==> src/rtl/bw_clk_seq_pkg.sv <==
// Shared types and constants for the DDR pad clock cluster sequencer.
// State encoding, per-state header output vectors and default timing counts.
package bw_clk_seq_pkg;

  localparam int unsigned DefCkenDly    = 4;
  localparam int unsigned DefGrstCycles = 8;
  localparam int unsigned DefDbgCycles  = 3;
  localparam int unsigned DefCntW       = 8;

  typedef enum logic [2:0] {
    StOff  = 3'd0,
    StCken = 3'd1,
    StGrst = 3'd2,
    StRun  = 3'd3,
    StWrst = 3'd4,
    StDbg  = 3'd5,
    StStop = 3'd6
  } seq_state_e;

  typedef struct packed {
    logic cken;
    logic grst_l;
    logic gdbginit_l;
    logic ready;
  } seq_out_t;

  localparam seq_out_t OutOff  = '{cken: 1'b0, grst_l: 1'b0, gdbginit_l: 1'b0, ready: 1'b0};
  localparam seq_out_t OutCken = '{cken: 1'b1, grst_l: 1'b0, gdbginit_l: 1'b0, ready: 1'b0};
  localparam seq_out_t OutGrst = '{cken: 1'b1, grst_l: 1'b0, gdbginit_l: 1'b0, ready: 1'b0};
  localparam seq_out_t OutRun  = '{cken: 1'b1, grst_l: 1'b1, gdbginit_l: 1'b1, ready: 1'b1};
  localparam seq_out_t OutWrst = '{cken: 1'b1, grst_l: 1'b0, gdbginit_l: 1'b1, ready: 1'b0};
  localparam seq_out_t OutDbg  = '{cken: 1'b1, grst_l: 1'b1, gdbginit_l: 1'b0, ready: 1'b0};
  localparam seq_out_t OutStop = '{cken: 1'b0, grst_l: 1'b1, gdbginit_l: 1'b1, ready: 1'b0};

  function automatic seq_out_t state_out(input seq_state_e st);
    seq_out_t o;
    case (st)
      StCken:  o = OutCken;
      StGrst:  o = OutGrst;
      StRun:   o = OutRun;
      StWrst:  o = OutWrst;
      StDbg:   o = OutDbg;
      StStop:  o = OutStop;
      default: o = OutOff;
    endcase
    return o;
  endfunction

endpackage

==> src/rtl/bw_clk_seq_cnt.sv <==
// Loadable down-counter used to time the sequencer's fixed-length states.
// Saturates at zero; load has priority over decrement.
module bw_clk_seq_cnt #(
  parameter int unsigned Width = 8
) (
  input  logic             clk,
  input  logic             rst_l,
  input  logic             load,
  input  logic [Width-1:0] load_val,
  input  logic             en,
  output logic             zero
);

  logic [Width-1:0] count_q;

  always_ff @(posedge clk or negedge rst_l) begin
    if (!rst_l) begin
      count_q <= '0;
    end else if (load) begin
      count_q <= load_val;
    end else if (en && (count_q != '0)) begin
      count_q <= count_q - 1'b1;
    end
  end

  assign zero = (count_q == '0);

endmodule

==> src/rtl/bw_clk_cl_ddr_seq.sv <==
// Clock-enable / reset sequencer for the DDR cluster header: power-up, warm reset,
// debug-init and clock-stop, with registered outputs decoded from the next state.
module bw_clk_cl_ddr_seq
  import bw_clk_seq_pkg::*;
#(
  parameter int unsigned CKEN_DLY    = DefCkenDly,
  parameter int unsigned GRST_CYCLES = DefGrstCycles,
  parameter int unsigned DBG_CYCLES  = DefDbgCycles,
  parameter int unsigned CNT_W       = DefCntW
) (
  input  logic rclk,
  input  logic arst_l,
  input  logic start,
  input  logic wrst_req,
  input  logic dbg_req,
  input  logic stop_req,
  output logic cluster_cken,
  output logic grst_l,
  output logic gdbginit_l,
  output logic wrst_ack,
  output logic dbg_ack,
  output logic ready
);

  localparam logic [CNT_W-1:0] CkenLoad = CNT_W'(CKEN_DLY - 1);
  localparam logic [CNT_W-1:0] GrstLoad = CNT_W'(GRST_CYCLES - 1);
  localparam logic [CNT_W-1:0] DbgLoad  = CNT_W'(DBG_CYCLES - 1);

  seq_state_e       state_q, state_d;
  seq_out_t         out_q;
  logic             cnt_load, cnt_en, cnt_zero;
  logic [CNT_W-1:0] cnt_val;

  bw_clk_seq_cnt #(
    .Width (CNT_W)
  ) u_cnt (
    .clk      (rclk),
    .rst_l    (arst_l),
    .load     (cnt_load),
    .load_val (cnt_val),
    .en       (cnt_en),
    .zero     (cnt_zero)
  );

  assign cnt_en = (state_q == StCken) || (state_q == StGrst) ||
                  (state_q == StWrst) || (state_q == StDbg);

  always_comb begin
    state_d = state_q;
    unique case (state_q)
      StOff:  if (start) state_d = StCken;
      StCken: if (cnt_zero) state_d = StGrst;
      StGrst: if (cnt_zero) state_d = StRun;
      StRun: begin
        // The request being acked this cycle is still allowed to be high; ignore it.
        if (stop_req)                    state_d = StStop;
        else if (wrst_req && !wrst_ack)  state_d = StWrst;
        else if (dbg_req && !dbg_ack)    state_d = StDbg;
      end
      StWrst: if (cnt_zero) state_d = StRun;
      StDbg:  if (cnt_zero) state_d = StRun;
      StStop: if (!stop_req) state_d = StRun;
      default: state_d = StOff;
    endcase
  end

  always_comb begin
    cnt_load = (state_d != state_q);
    cnt_val  = '0;
    case (state_d)
      StCken:  cnt_val = CkenLoad;
      StGrst:  cnt_val = GrstLoad;
      StWrst:  cnt_val = GrstLoad;
      StDbg:   cnt_val = DbgLoad;
      default: cnt_val = '0;
    endcase
  end

  always_ff @(posedge rclk or negedge arst_l) begin
    if (!arst_l) begin
      state_q  <= StOff;
      out_q    <= OutOff;
      wrst_ack <= 1'b0;
      dbg_ack  <= 1'b0;
    end else begin
      state_q  <= state_d;
      out_q    <= state_out(state_d);
      wrst_ack <= (state_q == StWrst) && cnt_zero;
      dbg_ack  <= (state_q == StDbg) && cnt_zero;
    end
  end

  assign cluster_cken = out_q.cken;
  assign grst_l       = out_q.grst_l;
  assign gdbginit_l   = out_q.gdbginit_l;
  assign ready        = out_q.ready;

endmodule

==> config.mk <==
export PLATFORM = sky130hd
export DESIGN_NAME = bw_clk_cl_ddr_seq
export DESIGN_NICKNAME = d
export VERILOG_FILES = /design/src/rtl/bw_clk_seq_pkg.sv /design/src/rtl/bw_clk_seq_cnt.sv /design/src/rtl/bw_clk_cl_ddr_seq.sv
export SDC_FILE = /design/constraint.sdc
export NUM_CORES = 1
export LEC_CHECK = 0
export BUFFER_PORTS_ARGS = -buffer_cell sky130_fd_sc_hd__clkbuf_2
export CAP_MARGIN = 10
export CORE_ASPECT_RATIO = 1.4
export CORE_MARGIN = 2
export CORE_UTILIZATION = 49
export CTS_CLUSTER_DIAMETER = 120
export CTS_CLUSTER_SIZE = 30
export DETAILED_ROUTE_END_ITERATION = 10
export HOLD_SLACK_MARGIN = 0.03
export PLACE_DENSITY = 0.81
export SLEW_MARGIN = 20
export SYNTH_ARGS = -nofsm -noshare
export SYNTH_HDL_FRONTEND = slang
export SYNTH_SLANG_ARGS = --single-unit
export TNS_END_PERCENT = 20
==> constraint.sdc <==
create_clock -name rclk -period 2.1 [get_ports rclk]
set_clock_uncertainty 0.1 [all_clocks]
set_input_delay 0.21 -clock rclk [delete_from_list [all_inputs] [get_ports rclk]]
set_output_delay 0.21 -clock rclk [all_outputs]
set_load 0.01 [all_outputs]
* After elaboration in Yosys (flattened, before gate mapping) *
Index checks and enable logic that the tools add are counted.

operators by class
  equality and inequality tests = 13
  reduce and logical (&&, ||, !) cells = 17
  mux-type cells = 12
  add/subtract/negate cells = 1

operators with widths
  operator             count
  $mux 3               7
  $pmux 4 s5           1
  $eq 3x3->1 const B   6
  $mux 8               2
  $pmux 3 s5           1
  $eq 3x2->1 const B   4
  $pmux 3 s3           1
  $logic_not 8->1      1
  $reduce_bool 8->1    1
  $sub 8x1->8 const B  1
  $eq 3x1->1 const B   2
  $logic_and 1x1->1    5
  $reduce_or 2->1      2
  $logic_not 3->1      1
  $logic_or 1x1->1     3
  $ne 3x3->1           1
  $reduce_or 3->1      1
  $logic_not 1->1      2
  $reduce_bool 2->1    1

storage, ports and cells
  logic and storage cells = 51
  input port bits = 6
  register bits = 17
  output and inout port bits = 6

* Longest topological paths before layout *
  word-level depth = 10
  gate-level depth with buffers = 9

* Modules after synthesis *
Synthesis repeated with hierarchy kept, for this count alone.

unflattened totals
  cell total of the unflattened synthesis = 117
  area total of the unflattened synthesis = 1166.1 µm²

modules (own cells, without submodules)
  module             area each (µm²)  cells an instance  times used  sequential area each (µm²)
  bw_clk_cl_ddr_seq  638.1            59                 1           225.2
  bw_clk_seq_cnt     528.0            58                 1           200.2

* Least setup slack after synthesis *
Ideal clock, no wire load.

  path type = flip-flop to flip-flop
  start point = register u_cnt.count_q[0]
  end point = register u_cnt.count_q[1]
  stages on the path, launching flop included = 10
  required time = 1880 ps
  setup time = 120 ps
  setup slack = 128 ps
  arrival time = 1752 ps
  path buffers = 0
  cell sequence = dfrtp_1 -> inv_1 -> ha_1 -> nor3b_2 -> nand2_2 -> mux2i_1 -> o21a_2 -> inv_2 -> o221ai_1 -> a31o_1

between the ends
  word-level cells in the longest chain between the ends = 7

ends and longest elaborated chain
  what                                             line                     source
  start, declared                                  bw_clk_seq_cnt.sv:14     logic [Width-1:0] count_q;
  start signal, assigned                           bw_clk_seq_cnt.sv:20     count_q <= load_val;
  start signal, assigned                           bw_clk_seq_cnt.sv:22     count_q <= count_q - 1'b1;
  $logic_not 8->1 (*)                              bw_clk_seq_cnt.sv:26     assign zero = (count_q == '0);
  $mux 3, on equally long branches                 --
  $pmux 3 s5 (*)                                   bw_clk_cl_ddr_seq.sv:50  unique case (state_q)
  via state_d[0]                                   bw_clk_cl_ddr_seq.sv:29  seq_state_e state_q, state_d;
  $eq 3x3->1 / $eq 3x2->1 (equally long branches)  bw_clk_cl_ddr_seq.sv:70  case (state_d)
  $reduce_or 2->1 (no source line)                 --
  $pmux 3 s3                                       bw_clk_cl_ddr_seq.sv:70
  $mux 8                                           bw_clk_seq_cnt.sv:19     end else if (load) begin

Mark *: on every way through the listed nets, which the timed path passes. The rest lies on a longest branch. The select of a mux whose other input is x is not followed.
A chain may end at the register's enable or synchronous reset.

* Worst setup path in the final report *
Same ends and word-level chain as after synthesis.

==> flow_metrics.env <==
export IMPL_yosys_warnings=0
export IMPL_yosysSeqAreaShare_pct=40.3
export IMPL_reg2regPathDepth=9
export IMPL_finalCriticalPeriod_ns=2.00
export IMPL_n_fill_cell=178
export IMPL_cp_arrival_ns=2.10
export IMPL_worstPathRequired_ns=2.20
export IMPL_gp_congestion=0.830
export IMPL_worst_setup_path_end_kind="register"
export IMPL_worstReg2RegStart="u_cnt.count_q[0]"
export IMPL_grt_pass1_vias=891
export IMPL_area_delta_synth_final_pct=19.8
export IMPL_clkLatencyLatePin_ns=0.31
export IMPL_cap_violations=0
export IMPL_cts_sinks=17
export IMPL_power_w=0.00215
export IMPL_die_w_um=43.2
export IMPL_crit_type="reg2reg"
export IMPL_instances_no_fill=159
export IMPL_num_rows=19
export IMPL_grt_pass1_wl_um=3670
export IMPL_drtAntennaViolNets=0
export IMPL_synthTopCellsByCount="dfrtp_1 (17), nor2_1 (12), nand2_1 (9)"
export IMPL_dr_pass1_iters=4
export IMPL_dp_slack_ns=-0.0400
export IMPL_vias_per_cell=5.59
export IMPL_crit_top_cell="inv_2"
export IMPL_path_cells="inv_2 > ha_2 > nor3b_4 > a31oi_1 > o22a_1 > o21a_4 > inv_2 > o221ai_1 > a31o_1"
export IMPL_fin_nets=147
export IMPL_dpl_cell_area_um2=1170
export IMPL_io_pins=12
export IMPL_yosysMostFrequentCell="dfrtp_1"
export IMPL_avgSynthCellArea_um2=9.09
export IMPL_hpwl_um=1660
export IMPL_die_h_um=58.9
export IMPL_slew_violations=0
export IMPL_routed_wl_um=2200
export IMPL_synth_ff_type="dfrtp_1"
export IMPL_reg2reg_slack_ns=0.10
export IMPL_outcome="finished clean"
export IMPL_cts_buffers=3
export IMPL_critPathMaxFanout=6
export IMPL_antenna_found_initial=0
export IMPL_min_to="cluster_cken"
export IMPL_start_kind="register"
export IMPL_worstReg2RegEnd="u_cnt.count_q[1]"
export IMPL_synth_seq_cells=17
export IMPL_start_util_pct=52.8
export IMPL_coreArea_um2=2000
export IMPL_wire_per_inst_um=13.8
export IMPL_multi_input_area_um2=593
export IMPL_cts_root_buf="clkbuf_4"
export IMPL_port_buffers=11
export IMPL_drc=0
export IMPL_final_area_um2=1260
export IMPL_cts_tree="built"
export IMPL_synthesis_area_um2=1050
export IMPL_placed_cells=150
export IMPL_finalSetupViolCount=0
export IMPL_syn_num_nets=124
export IMPL_htree_levels=1
export IMPL_die_area_um2=2540
export IMPL_hold_class="in2reg"
export IMPL_async_reset_ff_share_pct=100
export IMPL_crit_family="compound AO/OA/AOI/OAI gates"
export IMPL_register_area_um2=428
export IMPL_max_freq_ghz=0.501
export IMPL_max_slew_margin_rel_pct=73.2
export IMPL_finalCritPeriodShare_pct=95.1
export IMPL_grt_max_degree=18
export IMPL_crit_buf_inv=2
export IMPL_synth_area_leaders="dfrtp_1 (40%), nor2_1 (4.3%), nor2b_1 (3.6%)"
export IMPL_ir_drop_mv=1.01
export IMPL_diodes=0
export IMPL_vias=889
export IMPL_critPathMaxStageDelay_ns=0.40
export IMPL_path_clk_slew_ns=0.10
export IMPL_grtUsageTotal_pct=19.3
export IMPL_synth_edf_count=0
export IMPL_clk_path_buf_depth=2
export IMPL_synth_distinct_cells=39
export IMPL_min_path_cells=2
export IMPL_min_from="start"
export IMPL_drtIter0Drc=12
export IMPL_setup_slack_ns=0.103
export IMPL_cpMaxStageDelayCell="dfrtp_1"
export IMPL_powerDensity_nw_per_um2=1700
export IMPL_worst_slew_pin_slew_ns=0.402
export IMPL_synth_top_area_share_pct=40.3
export IMPL_grt_ovfl_total=0
export IMPL_synth_top_cell_by_area="dfrtp_1"
export IMPL_final_layout_size_suffix_gt1_share_pct=31.9
export IMPL_synth_cells=116
export IMPL_leakage_nw=0.594
export IMPL_hold_viol=0
export IMPL_holdWs_ns=0.100
## worst max path at each step
stage                     startpoint          endpoint  slack, ns  cells past startpoint
floorplan           u_cnt.count_q[0]  u_cnt.count_q[1]       0.13                      9
global placement    u_cnt.count_q[1]  u_cnt.count_q[1]       0.05                      8
detailed placement  u_cnt.count_q[1]  u_cnt.count_q[2]      -0.04                      8
CTS                 u_cnt.count_q[1]  u_cnt.count_q[2]       0.01                      8
global route        u_cnt.count_q[0]  u_cnt.count_q[1]      -0.02                      8
finish              u_cnt.count_q[0]  u_cnt.count_q[1]       0.10                      9
## cells by family (layout without fill, tap and decap cells)
kind of cell | after synthesis | in the layout | synth area share, %
DFF | 17 | 17 | 40.3
xor gates and xnor gates | 7 | 7 | 5.81
AOI/OAI and AO/OA | 29 | 29 | 20.3
buffers and inverters | 13 | 35 | 5.22
muxes | 4 | 4 | 3.91
and+or+nand+nor | 44 | 44 | 22.1
adders and majority gates | 2 | 2 | 2.37
## routing by layer
metal,up-vias,part of all wire [%],GRT usage [%]
met5,-,0,0
met4,0,3.5,14.7
met3,7,2.5,3.37
met2,18,54,33.5
met1,413,40,20.2
li1,451,-,-
## layout by cell type, fill, tap and decap left out, drive strengths merged, types with 2 or more instances in the layout
cell     n
a211oi   2
a21o     2
a21oi    5
buf     14
clkbuf  14
dfrtp   17
ha       2
inv      5
mux2i    3
nand2   10
nand2b   3
nand3    4
nor2    12
nor2b    6
nor3     5
o211ai   2
o21a     3
o21ai    5
o221ai   2
xnor2    4
xor2     3
## cell type report
type / count / area share [%]
Multi-Input combinational cell: 86 / 46.9
Sequential cell: 17 / 33.9
Timing Repair Buffer: 26 / 13.5
Tap cell: 21 / 2.08
Clock buffer: 3 / 1.78
Inverter: 5 / 1.49
Clock inverter: 1 / 0.396
## state kept, by name (all words and copies together) (netlist names)
name and flops:
u_cnt.count_q 8, state_q 3, cluster_cken 1, dbg_ack 1
gdbginit_l 1, grst_l 1, ready 1, wrst_ack 1
## power by group
part	leakage [nW]	internal, W	switching (W)
Clock	0.0177	0.0000713	0.000113
Sequential	0.216	0.000455	0.000178
Combinational	0.360	0.000676	0.000660
## per-stage QoR
step           TNS (ns)  util (%)
2_1_floorplan         0         -
3_3_place_gp          0      58.8
3_5_place_dp    -0.0826      58.8
4_1_cts               0      61.0
5_1_grt         -0.0264      63.3
6_report              0      63.3
## what timing repair did
action / in CTS / in global routing
hold buffers: 1 / 0
gates resized for setup: 1 / 7
cloned: 0 / 0
pin swaps: 0 / 3
setup buffers: 0 / 4
endpoints found under the hold margin: 17 / 0
setup endpoints to repair: 8 / 8
Power figures use the tool's default switching activity.
